===== src/rtl/instr_fetch_unit.sv =====
// MIPS instruction fetch stage: program counter, IF/ID pipeline register,
// redirect/stall/halt handling and sticky illegal-address detection.
module instr_fetch_unit #(
    parameter logic [31:0] RESET_PC  = 32'h0000_0000,
    parameter logic [31:0] MEM_SIZE  = 32'h0000_0800,
    parameter logic [31:0] HALT_WORD = 32'h0000_000C
) (
    input  logic        clock,
    input  logic        reset,
    output logic [31:0] imem_address,
    input  logic [31:0] imem_instruction,
    input  logic        stall,
    input  logic        redirect_valid,
    input  logic [31:0] redirect_target,
    output logic        if_valid,
    output logic [31:0] if_instruction,
    output logic [31:0] if_pc,
    output logic [31:0] if_pc_plus4,
    output logic        halted,
    output logic        fetch_fault,
    output logic [31:0] fault_pc,
    output logic [31:0] fetch_count
);

    // state  | meaning
    // RUN    | fetching one word per unstalled edge
    // HALTED | halt word delivered; waits for a redirect or reset
    // FAULT  | illegal pc seen; everything frozen until reset
    typedef enum logic [1:0] {
        RUN    = 2'd0,
        HALTED = 2'd1,
        FAULT  = 2'd2
    } state_t;

    state_t      r_state;
    logic [31:0] r_pc;
    logic        r_if_valid;
    logic [31:0] r_if_instruction;
    logic [31:0] r_if_pc;
    logic [31:0] r_if_pc_plus4;
    logic        r_halted;
    logic        r_fetch_fault;
    logic [31:0] r_fault_pc;
    logic [31:0] r_fetch_count;

    logic [31:0] w_pc_plus4;
    logic        w_illegal;

    assign w_pc_plus4 = r_pc + 32'd4;
    assign w_illegal  = (r_pc[1:0] != 2'b00) || (r_pc > (MEM_SIZE - 32'd4));

    always_ff @(posedge clock) begin
        if (reset) begin
            r_state          <= RUN;
            r_pc             <= RESET_PC;
            r_if_valid       <= 1'b0;
            r_if_instruction <= 32'h0;
            r_if_pc          <= 32'h0;
            r_if_pc_plus4    <= 32'h0;
            r_halted         <= 1'b0;
            r_fetch_fault    <= 1'b0;
            r_fault_pc       <= 32'h0;
            r_fetch_count    <= 32'h0;
        end else begin
            case (r_state)
                RUN: begin
                    if (redirect_valid) begin
                        r_pc       <= redirect_target;
                        r_if_valid <= 1'b0;
                    end else if (!stall) begin
                        if (w_illegal) begin
                            r_state       <= FAULT;
                            r_fetch_fault <= 1'b1;
                            r_fault_pc    <= r_pc;
                            r_if_valid    <= 1'b0;
                        end else begin
                            r_if_instruction <= imem_instruction;
                            r_if_pc          <= r_pc;
                            r_if_pc_plus4    <= w_pc_plus4;
                            r_if_valid       <= 1'b1;
                            r_pc             <= w_pc_plus4;
                            r_fetch_count    <= r_fetch_count + 32'd1;
                            if (imem_instruction == HALT_WORD) begin
                                r_state  <= HALTED;
                                r_halted <= 1'b1;
                            end
                        end
                    end
                end
                HALTED: begin
                    // The halt was on a wrong path if anything redirects us.
                    if (redirect_valid) begin
                        r_pc       <= redirect_target;
                        r_if_valid <= 1'b0;
                        r_state    <= RUN;
                        r_halted   <= 1'b0;
                    end else if (!stall) begin
                        r_if_valid <= 1'b0;
                    end
                end
                default: begin
                    r_state <= FAULT;
                end
            endcase
        end
    end

    assign imem_address   = r_pc;
    assign if_valid       = r_if_valid;
    assign if_instruction = r_if_instruction;
    assign if_pc          = r_if_pc;
    assign if_pc_plus4    = r_if_pc_plus4;
    assign halted         = r_halted;
    assign fetch_fault    = r_fetch_fault;
    assign fault_pc       = r_fault_pc;
    assign fetch_count    = r_fetch_count;

endmodule


===== config.mk =====
export PLATFORM = sky130hd
export DESIGN_NAME = instr_fetch_unit
export DESIGN_NICKNAME = d
export VERILOG_FILES = /design/src/rtl/instr_fetch_unit.sv
export SDC_FILE = /design/constraint.sdc
export NUM_CORES = 1
export LEC_CHECK = 0
export CELL_PAD_IN_SITES_DETAIL_PLACEMENT = 0
export CELL_PAD_IN_SITES_GLOBAL_PLACEMENT = 2
export CORE_AREA = 2 2 177 179
export DETAILED_ROUTE_END_ITERATION = 8
export DIE_AREA = 0 0 179 181
export GPL_TIMING_DRIVEN = 0
export PLACE_DENSITY_LB_ADDON = 0.2
export SYNTH_ARGS = -nofsm -noshare
export SYNTH_HDL_FRONTEND = slang
export SYNTH_SLANG_ARGS = --single-unit

===== constraint.sdc =====
create_clock -name clock -period 2.05 [get_ports clock]
set_input_delay 0.205 -clock clock [delete_from_list [all_inputs] [get_ports clock]]
set_output_delay 0.205 -clock clock [all_outputs]
set_load 0.02 [all_outputs]

* Word-level counts from Yosys, hierarchy flattened *
Cells that the tools add are included.

operators by class
  $add $sub $neg = 2
  magnitude comparators = 1
  equal/unequal tests = 11
  muxes and demuxes = 23
  bitwise gates (word level) = 3
  reduce and logical (&&, ||, !) cells = 10

operators by type and width
  cell                                                                    count
  32-bit two-way mux                                                      4
  32-bit case mux with 2 select lines                                     1
  32-bit by 1-bit adder with 32-bit output, second input constant         1
  32-bit by 3-bit adder with 32-bit output, second input constant         1
  32-bit by 4-bit equality test with 1-bit output, second input constant  1
  32-bit by 11-bit > comparator with 1-bit output, second input constant  1
  4-bit AND reduction                                                     4
  3-bit inequality test, second input constant                            4
  1-bit two-way mux                                                       10
  2-bit two-way mux                                                       5
  2-bit inequality test, second input constant                            5
  6-bit AND reduction                                                     1
  1-bit case mux with 2 select lines                                      2
  2-bit case mux with 2 select lines                                      1
  2-bit nonzero test                                                      2
  1-bit inverter                                                          3
  3-bit AND reduction                                                     1
  2-bit by 1-bit equality test with 1-bit output, second input constant   1
  2-bit zero test                                                         1
  1-bit logical OR                                                        1

storage, ports and cells
  bits in registers = 197
  bits of input ports = 68
  output and inout bits = 195

* Depth between registers and ports, before layout *
Gate-level depths: netlist (run 1).

  depth after elaboration = 6
  gate-level depth with buffers = 8
  gate-level depth less buffers = 6

* Worst setup path after synthesis (run 1) *
Ideal clock, no wire load.

  kind = reg2reg
  start = register r_pc[25], in the netlist imem_address[25]
  end = register r_pc[6], in the netlist imem_address[6]
  setup time = 0.132 ns
  arrival = 1.836 ns
  data required time = 1.918 ns
  slack = 0.082 ns
  stages on the path, launching flop included = 8
  path buffers = 2
  period minus slack after synthesis = 1.968 ns
  cell sequence = dfxtp_1 > nor4_1 > nand4_1 > o31a_1 > buf_2 > buf_2 > a21oi_1 > o32ai_2

on the way
  longest elaborated chain between the ends = 4

RTL lines
  item                                             line  source
  from (decl)                                      36    logic [31:0] r_pc;
  from (signal assigned)                           68    r_pc <= redirect_target;
  from (signal assigned)                           81    r_pc <= w_pc_plus4;
  from (signal assigned)                           93    r_pc <= redirect_target;
  32-bit by 11-bit > comparator with 1-bit output  50    assign w_illegal = (r_pc[1:0] != 2'b00) || (r_pc > (MEM_SIZE - 32'd4));
  1-bit logical OR                                 50
  3-bit inequality test (no source line)           --
  4-bit AND reduction (no source line)             --

Every way passes these cells.
A chain may end at the register's enable or synchronous reset.

* Worst setup path after layout (run 1) *
  start = register r_pc[13], in the netlist imem_address[13]
  end = register r_pc[7], in the netlist imem_address[7]

Same word-level chain as after synthesis.

==> impl_metrics.py, run 1 <==
metrics = {
    "sta": {
        "fmax_ghz": 0.5062,
        "rsz0062_at_grt": "yes",
        "fin_crit_ns": 1.975,
        "whs_ns": 0.1425,
        "tightest_slew_ns": 0.8053,
        "setup_viol": 0,
        "slew_viol_final": 0,
        "finalHoldViolCount": 0,
        "period_share_pct": 96.36,
        "maxSlewHeadroom_pct": 46.31,
        "fin_skew_ns": 0.01714,
    },
    "clocking": {
        "clock_insertion_delay_worst_skew_ns": 0.44,
        "clock-sinks": 195,
        "postCtsHoldBufs": 0,
        "cts_tree": "done",
        "htree_levels": 4,
        "cts_buffers": 17,
        "clkTransAtPathRegs_ns": 0.08,
        "clk_path_buf_depth": 2,
        "cts_root_buf": "clkbuf_16",
    },
    "place": {
        "dp.cells": 1538,
        "dpl_cell_area_mm2": 0.01059,
        "dp_hpwl_mm": 21.53,
        "gp_congestion": 0.7592,
        "portBuffers": 260,
    },
    "floorplanning": {
        "die_height_um": 181,
        "die_w_um": 179,
        "ios": 263,
        "dieArea_mm2": 0.03240,
        "core_mm2": 0.03035,
        "start_util_pct": 24.68,
        "rows": 64,
    },
    "synth": {
        "synth_edf_count": 0,
        "synth_ff_type": "dfxtp_1",
        "ys_types": 54,
        "ys_ff_latch": 195,
        "synth_fp_nets": 952,
        "synth-seq-area-share_pct": 52.12,
        "yosysWarningCount": 0,
        "avgSynthCellArea_um2": 8.492,
        "synth_area_leaders": "dfxtp_1, nand2_1, a21oi_1",
        "synth-async-reset-ratio_pct": 0,
        "syn_inst": 882,
        "synth_top_cell_area_share_pct": 52.12,
        "syn_area_mm2": 0.007490,
        "yosysTopAreaCell": "dfxtp_1",
    },
    "finish": {
        "diodes": 0,
        "final_core_utilization_pct": 38.13,
        "layout_commonest_cell": "clkdlybuf4s50_1",
        "final_net_count": 1247,
        "area_growth_pct": 54.53,
        "drive_above_1_share_pct": 11.18,
        "fin_cells": 1586,
        "fin_area_mm2": 0.01157,
        "mostFrequentLayoutCells": "clkdlybuf4s50_1, nand2_1, dfxtp_1, a21oi_1, and3_1",
    },
    "pwr": {
        "p_switching_mw": 2.447,
        "internal_power_mw": 6.264,
        "p_leak_nw": 4.040,
        "clkPwrFrac_pct": 40.5,
        "p_per_area_mw_per_mm2": 752.6,
        "pwr-share-seq_pct": 45.7,
        "ir_drop_v": 0.0004623,
        "p_sw_share_pct": 28.09,
        "combPwrFrac_pct": 13.9,
    },
    "worst_setup_path": {
        "cp-start-kind": "flip-flop",
        "crit_required_ns": 2.44,
        "cp-end-kind": "flip-flop",
        "path_class": "reg -> reg",
        "critPathMaxFanout": 5,
        "worstPathArrival_ns": 2.37,
    },
    "route": {
        "first_iter_violations": 332,
        "vias": 7197,
        "wirelength_mm": 28.92,
        "ant_nets": 0,
        "viasPerCell": 4.538,
        "drc_errors": 0,
        "wl_per_cell_um": 18.24,
        "firstDrtPassIters": 4,
    },
    "run_status": {
        "status": "completed",
    },
    "grt": {
        "grt_usage_pct": 17.85,
        "overflow": 0,
        "grt_pass1_wl_mm": 43.44,
        "grt_pass1_vias": 7039,
        "antenna_found_initial": 1,
        "grt_max_degree": 19,
    },
    "run": {
        "cap_violations": 0,
    },
    "hold_path": {
        "hold_class": "in -> reg",
    },
}
routing by layer:
layer  share of wire (%)  global-route usage, %  vias up
li1                    -                      -     3641
met1                  48                  24.17     3392
met2                  47                  28.55      142
met3                 4.1                  3.725       20
met4                 1.3                  4.943        2
met5               0.045                      0        -
layout make-up:
| cell class | count | area, µm² |
|---|---|---|
| plain buffers | 68 | 406.6 |
| clock buffers | 18 | 439.2 |
| fillers | 3148 | 18780 |
| flip-flops and latches | 195 | 3928 |
| clock inverters | 14 | 162.7 |
| inverters | 5 | 18.77 |
| well taps | 396 | 495.5 |
| repair buffers | 280 | 2753 |
| multi-input cells | 610 | 3371 |
worst paths after layout:
check / startpoint / endpoint / slack (ns) / cells past startpoint
worst max register to register: imem_address[13] / imem_address[7] / 0.07 / 6
worst min-delay path: redirect_valid / r_state[0] / 0.14 / 2
worst min register to register: if_instruction[5] / if_instruction[5] / 0.45 / 2
worst max-delay path: imem_address[13] / imem_address[7] / 0.07 / 6
critical path, stage by stage (launching register included):
cell and delay, ns:
dfxtp_1 0.38, nor4_4 0.33, nand2_2 0.19, o31a_1 0.36
buf_4 0.16, a2111oi_1 0.34, a31o_2 0.18
repair_timing:
action	CTS	global route
buffers inserted	13	7
resized for setup	49	41
endpoints found under the setup margin	182	145
pin swaps	9	12
per-stage QoR:
| stage | power, mW | setup slack [ns] | TNS [ns] |
|---|---|---|---|
| global placement | 5.167 | -0.6328 | -70.50 |
| finish | 8.711 | 0.07455 | 0 |
| floorplan | 4.579 | 0.08186 | 0 |
| CTS | 8.826 | 0.002414 | 0 |
| global route | 9.076 | -0.06434 | -1.415 |
| detailed placement | 5.165 | -0.6405 | -72.34 |
synthesized netlist by cell type (3+ instances only):
library cell	number
nand2_1	196
dfxtp_1	195
a21oi_1	123
and3_1	48
clkbuf_1	45
nor2_1	38
nand3_1	29
o21ai_0	23
nor4_1	20
buf_2	18
nand4_1	18
or3_1	17
xnor2_1	17
nor3_1	9
a211oi_1	8
and4_1	6
and2_1	5
buf_4	5
inv_1	5
nor2b_1	4
xor2_1	4
a2111oi_0	3
nor4b_1	3
logic make-up (layout without fill, tap and decap cells):
logic type | after synthesis | count (layout) | synth area share, %
buf+inv | 77 | 385 | 4.627
flops | 195 | 195 | 52.12
simple gates | 409 | 409 | 26.91
xor+xnor | 21 | 21 | 2.456
fa+ha+maj | 2 | 2 | 0.3341
compound gates | 176 | 176 | 13.25
mux | 2 | 2 | 0.3007
state kept, by name (all words and copies together), names as in the netlist:
register / cells
if_pc: 32
if_pc_plus4: 30
r_state: 2
fault_pc: 32
imem_address: 32
fetch_count: 32
halted: 1
fetch_fault: 1
if_instruction: 32
if_valid: 1
power by group through the flow:
stage	logic, mW	clock network, mW	registers, mW
3_3_place_gp	1.11	0	4.05
2_1_floorplan	0.447	0	4.13
4_1_cts	1.20	3.65	3.98
5_1_grt	1.31	3.77	4.00
6_report	1.21	3.52	3.98
3_5_place_dp	1.11	0	4.05
No activity file was read; power rests on OpenSTA's default activity.
==> inputs of run 2 (changes only) <==
--- a/config.mk
+++ b/config.mk
@@ -7,9 +7,9 @@
 export LEC_CHECK = 0
 export CELL_PAD_IN_SITES_DETAIL_PLACEMENT = 0
 export CELL_PAD_IN_SITES_GLOBAL_PLACEMENT = 2
-export CORE_AREA = 2 2 177 179
+export CORE_AREA = 2 2 203 155
 export DETAILED_ROUTE_END_ITERATION = 8
-export DIE_AREA = 0 0 179 181
+export DIE_AREA = 0 0 205 157
 export GPL_TIMING_DRIVEN = 0
 export PLACE_DENSITY_LB_ADDON = 0.2
 export SYNTH_ARGS = -nofsm -noshare
==> run 2 against run 1 <==
Global-route usage increased by 0.22 points. Largest power group unchanged. Sequential share of layout area decreased by 0.052 points. Die area decreased by 0.66%.
==> impl_metrics.py, run 2 (synthesis gave the netlist of run 1 again) <==
metrics = {
    "run_status": {
        "status": "completed",
    },
    "worst_setup_path": {
        "cp-end-kind": "flip-flop",
        "worstPathBufferInverterCount": 2,
        "cp_slowest_stage_delay_ns": 0.38,
        "rr_endpoint": "imem_address[6]",
        "path_delay_family": "compound AO/OA/AOI/OAI gates",
        "r2r_setup_slack_ns": 0.05,
        "worstPathCellList": "nor4_4, nand2_2, o31a_1, buf_6, buf_4, a21oi_2, o32ai_2",
        "cp-start-kind": "flip-flop",
        "r2r_cells": 7,
        "worstPathArrival_ns": 2.30,
        "critPathMaxFanout": 10,
        "cpMaxStageDelayCell": "o31a_1",
        "cp-startpoint": "imem_address[17]",
        "crit_required_ns": 2.35,
        "timing.rr.start": "imem_address[17]",
        "endpoint": "imem_address[6]",
        "cp.depth": 7,
        "path_class": "reg -> reg",
    },
    "run": {
        "cap_violations": 0,
    },
    "sta": {
        "fin_crit_ns": 1.997,
        "slew_viol_final": 0,
        "whs_ns": 0.1602,
        "rsz0062_at_grt": "yes",
        "fin_skew_ns": 0.01444,
        "tightest_slew_ns": 0.8637,
        "setup_viol": 0,
        "fmax_ghz": 0.5007,
        "setup_tns_ns": 0,
        "finalHoldViolCount": 0,
        "period_share_pct": 97.43,
        "maxSlewHeadroom_pct": 42.21,
    },
    "clocking": {
        "clock-sinks": 195,
        "clock_insertion_delay_worst_skew_ns": 0.45,
        "cts_tree": "done",
        "clkTransAtPathRegs_ns": 0.08,
        "cts_buffers": 17,
        "clk_path_buf_depth": 2,
        "cts_root_buf": "clkbuf_16",
        "htree_levels": 4,
    },
    "floorplanning": {
        "start_util_pct": 24.96,
        "dieArea_mm2": 0.03219,
        "die_w_um": 205,
        "die_height_um": 157,
        "rows": 55,
        "core_mm2": 0.03000,
        "ios": 263,
    },
    "finish": {
        "fin_cells": 1591,
        "layout_commonest_cell": "clkdlybuf4s50_1",
        "fillCellCount": 3135,
        "area_growth_pct": 54.96,
        "fin_area_mm2": 0.01161,
        "final_core_utilization_pct": 38.68,
        "final-seq-area_mm2": 0.003933,
        "diodes": 0,
        "mostFrequentLayoutCells": "clkdlybuf4s50_1, nand2_1, dfxtp_1, a21oi_1, and3_1",
        "final_net_count": 1249,
        "drive_above_1_share_pct": 12.25,
        "multi_input_area_mm2": 0.003407,
    },
    "route": {
        "firstDrtPassIters": 5,
        "vias": 7337,
        "drc_errors": 0,
        "ant_nets": 0,
        "first_iter_violations": 335,
        "viasPerCell": 4.612,
        "wl_per_cell_um": 18.52,
        "wirelength_mm": 29.47,
    },
    "place": {
        "dp.cells": 1541,
        "gp_congestion": 0.7722,
        "dp_hpwl_mm": 21.77,
        "dpl_cell_area_mm2": 0.01059,
        "portBuffers": 260,
    },
    "grt": {
        "grt_max_degree": 19,
        "antenna_found_initial": 0,
        "grt_pass1_vias": 6880,
        "grt_pass1_wl_mm": 43.55,
        "overflow": 0,
        "grt_usage_pct": 18.06,
    },
    "hold_path": {
        "hp-start": "redirect_valid",
        "hold_class": "in -> reg",
    },
    "pwr": {
        "p_leak_nw": 4.048,
        "p_per_area_mw_per_mm2": 740.9,
        "ir_drop_v": 0.0005924,
    },
}
==> run 2: cell count changes in the layout (fill, tap and decap cells not counted), sizes merged <==
cell,delta
clkinv,+3
clkbuf,+2
inv,-2
bufinv,-1
==> run 2: repair_timing <==
item,4_1_cts,5_1_grt
gates cloned,0,1
pin swaps,11,8
setup endpoints to repair,189,125
hold buffers,0,0
resized for setup,56,50
setup buffers,15,4
==> run 2: stage by stage <==
step	total power [mW]	worst slack (ns)
3_5_place_dp	5.167	-0.7623
4_1_cts	8.669	0.006382
6_report	8.599	0.05264
2_1_floorplan	4.579	0.08186
3_3_place_gp	5.171	-0.8318
5_1_grt	8.948	-0.02806
==> run 2: layer usage <==
layer  up-vias  wire length [µm]  GRT usage [%]
li1       3658                 -              -
met1      3501             14750          26.42
met2       164             12860          26.79
met3        14              1517          3.996
met4         0               335          4.282
met5         -                 0              0
==> run 2: area by class of cell <==
| class | instances | area share (%) |
|---|---|---|
| flip-flops and latches | 195 | 33.88 |
| multi-input cells | 610 | 29.36 |
| repair buffers | 280 | 23.79 |
| well taps | 399 | 4.301 |
| clock buffers | 18 | 3.698 |
| plain buffers | 70 | 3.536 |
| clock inverters | 14 | 1.272 |
| inverters | 5 | 0.1617 |
==> run 2: report_power, final <==
part	internal, mW	switching [mW]
logic	0.512	0.712
registers	3.88	0.105
clock network	1.72	1.67
total	6.11	2.49
==> run 2: worst min-delay path by stage <==
stage                              end  slack (ns)  cells past startpoint
finish                      r_state[0]        0.16                      2
global route                r_state[0]        0.15                      2
CTS                         r_state[0]        0.16                      2
detailed placement  if_instruction[31]        0.45                      2
global placement           fault_pc[5]        0.44                      2
floorplan              imem_address[0]        0.34                      2
==> inputs of run 3 (changes only) <==
--- a/config.mk
+++ b/config.mk
@@ -12,6 +12,7 @@
 export DIE_AREA = 0 0 205 157
 export GPL_TIMING_DRIVEN = 0
 export PLACE_DENSITY_LB_ADDON = 0.2
+export SLEW_MARGIN = 30
 export SYNTH_ARGS = -nofsm -noshare
 export SYNTH_HDL_FRONTEND = slang
 export SYNTH_SLANG_ARGS = --single-unit
==> results of run 3 <==
Same layout as run 2: the final DEF is identical, and so are final timing and power.
==> edit, RTL diff (settings of run 2) <==
The parameter `HALT_WORD` goes from 32'h0000_000C to 32'h00000009.
--- a/src/rtl/instr_fetch_unit.sv
+++ b/src/rtl/instr_fetch_unit.sv
@@ -5,3 +5,3 @@
     parameter logic [31:0] MEM_SIZE  = 32'h0000_0800,
-    parameter logic [31:0] HALT_WORD = 32'h0000_000C
+    parameter logic [31:0] HALT_WORD = 32'h00000009
 ) (
Function: changed (a bounded check fails within 4 cycles, from zero or initial values and one cycle with reset high).
==> edit against run 2 <==
The run now ends with setup timing left; worst setup slack got worse by 0.24 ns; routed wire length rose by 1.6%; area after synthesis fell by 0.92%; cell area is 3.7% higher; first-iteration DRC count shrank 0.90%; largest cell class unchanged; worst hold slack better by 0.044 ns; total power increased by 2.4%; die area stayed put; sequential cell count is the same; critical endpoint is now fetch_count[24].
==> edit: results (changes against run 2) <==
----------------------------------------------------
[STA]
  Smallest setup slack after layout ... -0.183 ns (-0.236 ns)
  Worst Max-Slew Pin Slew ... 0.774 ns (-0.0896 ns)
  Number of max-slew violations in the final report ... 0 (unchanged)
  Total of endpoints with negative setup slack in the final report ... 16 (+16)
  Worst Skew ... 0.00962 ns (-0.00481 ns)

[Logic synthesis]
  Number of nets produced by synthesis ... 953 (+0.11%)
  Sequential-to-total area share from yosys stat ... 0.526 (+0.00483)
  Synth cell types ... 49 (-9.3%)
  Share of cell area taken by muxes after synthesis ... 0 (-0.00301)
  Synth top cells by count ... nand2_1, dfxtp_1, a21oi_1, clkbuf_1, and3_1
  Synth area leaders ... dfxtp_1, nand2_1, a21oi_1
  Cells after Synth ... 883 (+0.11%)
  Adder-cell area share of the yosys netlist ... 0.00337 (+0.0000310)
  Main synth FF type ... dfxtp_1
  XOR/XNOR Fraction of Synth Area ... 0.0224 (-0.00213)
  Share of the synthesized area in compound gates (AO/OA/AOI/OAI) ... 0.142 (+0.0100)
  Synth async-reset ratio ... 0 (unchanged)

[Layout]
  Non-filler cells in the finished layout ... 1,608 (+1.1%)
  Nets ... 1,267 (+1.4%)
  Fraction of final layout cells sized beyond drive strength 1 ... 0.158 (+0.0355)

[Place]
  RePlAce Congestion ... 0.741 (-4.0%)
  Port Buf Inserts ... 261 (+0.38%)
  DP Cell Count ... 1,543 (+0.13%)
  HPWL Detailed ... 21,400 um (-1.6%)

[Setup path]
  Critical path's top delay family ... simple AND/OR/NAND/NOR gates
  Source of the worst register-to-register timing path ... imem_address[19]
  Worst-path fanout max ... 7 (-3)
  Critical register-to-register path endpoint ... fetch_count[24]
  Worst setup path startpoint ... imem_address[19]
  Slowest stage delay, CP ... 0.47 ns (+0.09 ns)
  Crit-path slowest cell ... or4_4

[Status]
  Run status ... complete, but fails checks
  Violations in the final reports ... setup timing

[Routing]
  Number of DRC markers in iteration 0 ... 332 (-0.90%)
  Overall routed net length ... 29,900 um (+1.6%)
  Routed vias ... 7,414 (+1.0%)

[Clock network]
  Clock transition time at the flip-flop clock pins of the worst setup and hold paths ... 0.08 ns (about the same)
  Later-pin clock latency in the skew report ... 0.44 ns

[GRT]
  Number of global-route vias before repair ... 7,045 (+2.4%)
  Overall global routing resource usage ... 0.182 (+0.00155)
  Pin count of the biggest net entering global routing ... 18 (-1)
  Global-route wire length before repair ... 44,200 um (+1.5%)
  Initial antenna violation count ... 2 (+2)

[Pwr]
  VDD IR-drop max ... 0.500 mV (-16%)
  Static Leakage ... 4.21 nW (+4.0%)

----------------------------------------------------
-- edit: power breakdown --
group | internal [mW] | switching (mW) | leakage [nW] | total (mW)
sequential | 3.87 | 0.110 | 1.59 | 3.98
combinational | 0.602 | 0.685 | 2.33 | 1.29
clock | 1.90 | 1.64 | 0.292 | 3.54
total | 6.37 | 2.44 | 4.21 | 8.81
-- edit: kinds of logic after synthesis --
family	count (synthesis)
AOI/OAI and AO/OA	186
xor gates and xnor gates	19
adders and majority gates	2
buffers and inverters	80
DFF	195
and+or+nand+nor	401
-- edit: worst min-delay path by stage --
stage,startpoint,endpoint,slack (ns)
2_1_floorplan,redirect_valid,r_state[0],0.30
3_3_place_gp,if_instruction[3],if_instruction[3],0.44
3_5_place_dp,fault_pc[30],fault_pc[30],0.45
4_1_cts,reset,imem_address[4],0.24
5_1_grt,redirect_valid,r_state[0],0.22
6_report,redirect_valid,r_state[0],0.20
-- edit: what timing repair did --
action | CTS | global route
endpoints found under the hold margin | 0 | 0
resized for setup | 84 | 97
setup buffers | 25 | 20
endpoints found under the setup margin | 188 | 129
pin swaps | 26 | 22
hold buffers | 0 | 0
-- edit: metal layers --
| metal | GRT usage | routed length [um] | up-vias | part of all wire |
|---|---|---|---|---|
| met5 | 0 | 11 | - | 0.00037 |
| met4 | 0.0391 | 205 | 2 | 0.0068 |
| met3 | 0.0484 | 1710 | 12 | 0.057 |
| met2 | 0.267 | 12900 | 166 | 0.43 |
| met1 | 0.265 | 15200 | 3530 | 0.51 |
| li1 | - | - | 3704 | - |
-- edit: cell type report --
| cell class | count | area [um^2] |
|---|---|---|
| clock buffers | 19 | 454 |
| well taps | 399 | 499 |
| multi-input cells | 608 | 3520 |
| flip-flops and latches | 195 | 3960 |
| inverters | 8 | 30.0 |
| fillers | 3109 | 18000 |
| repair buffers | 305 | 3000 |
| clock inverters | 12 | 141 |
| plain buffers | 62 | 417 |
-- edit: through the flow --
step	setup TNS, ns	instance area (um^2)	worst slack, ns	hold WS (ns)
2_1_floorplan	0	7480	0.000947	0.297
3_3_place_gp	-137.38	10600	-1.05	0.441
3_5_place_dp	-132.84	10600	-0.991	0.446
4_1_cts	-1.22	11600	-0.184	0.239
5_1_grt	-3.48	12000	-0.261	0.222
6_report	-1.30	12000	-0.183	0.205
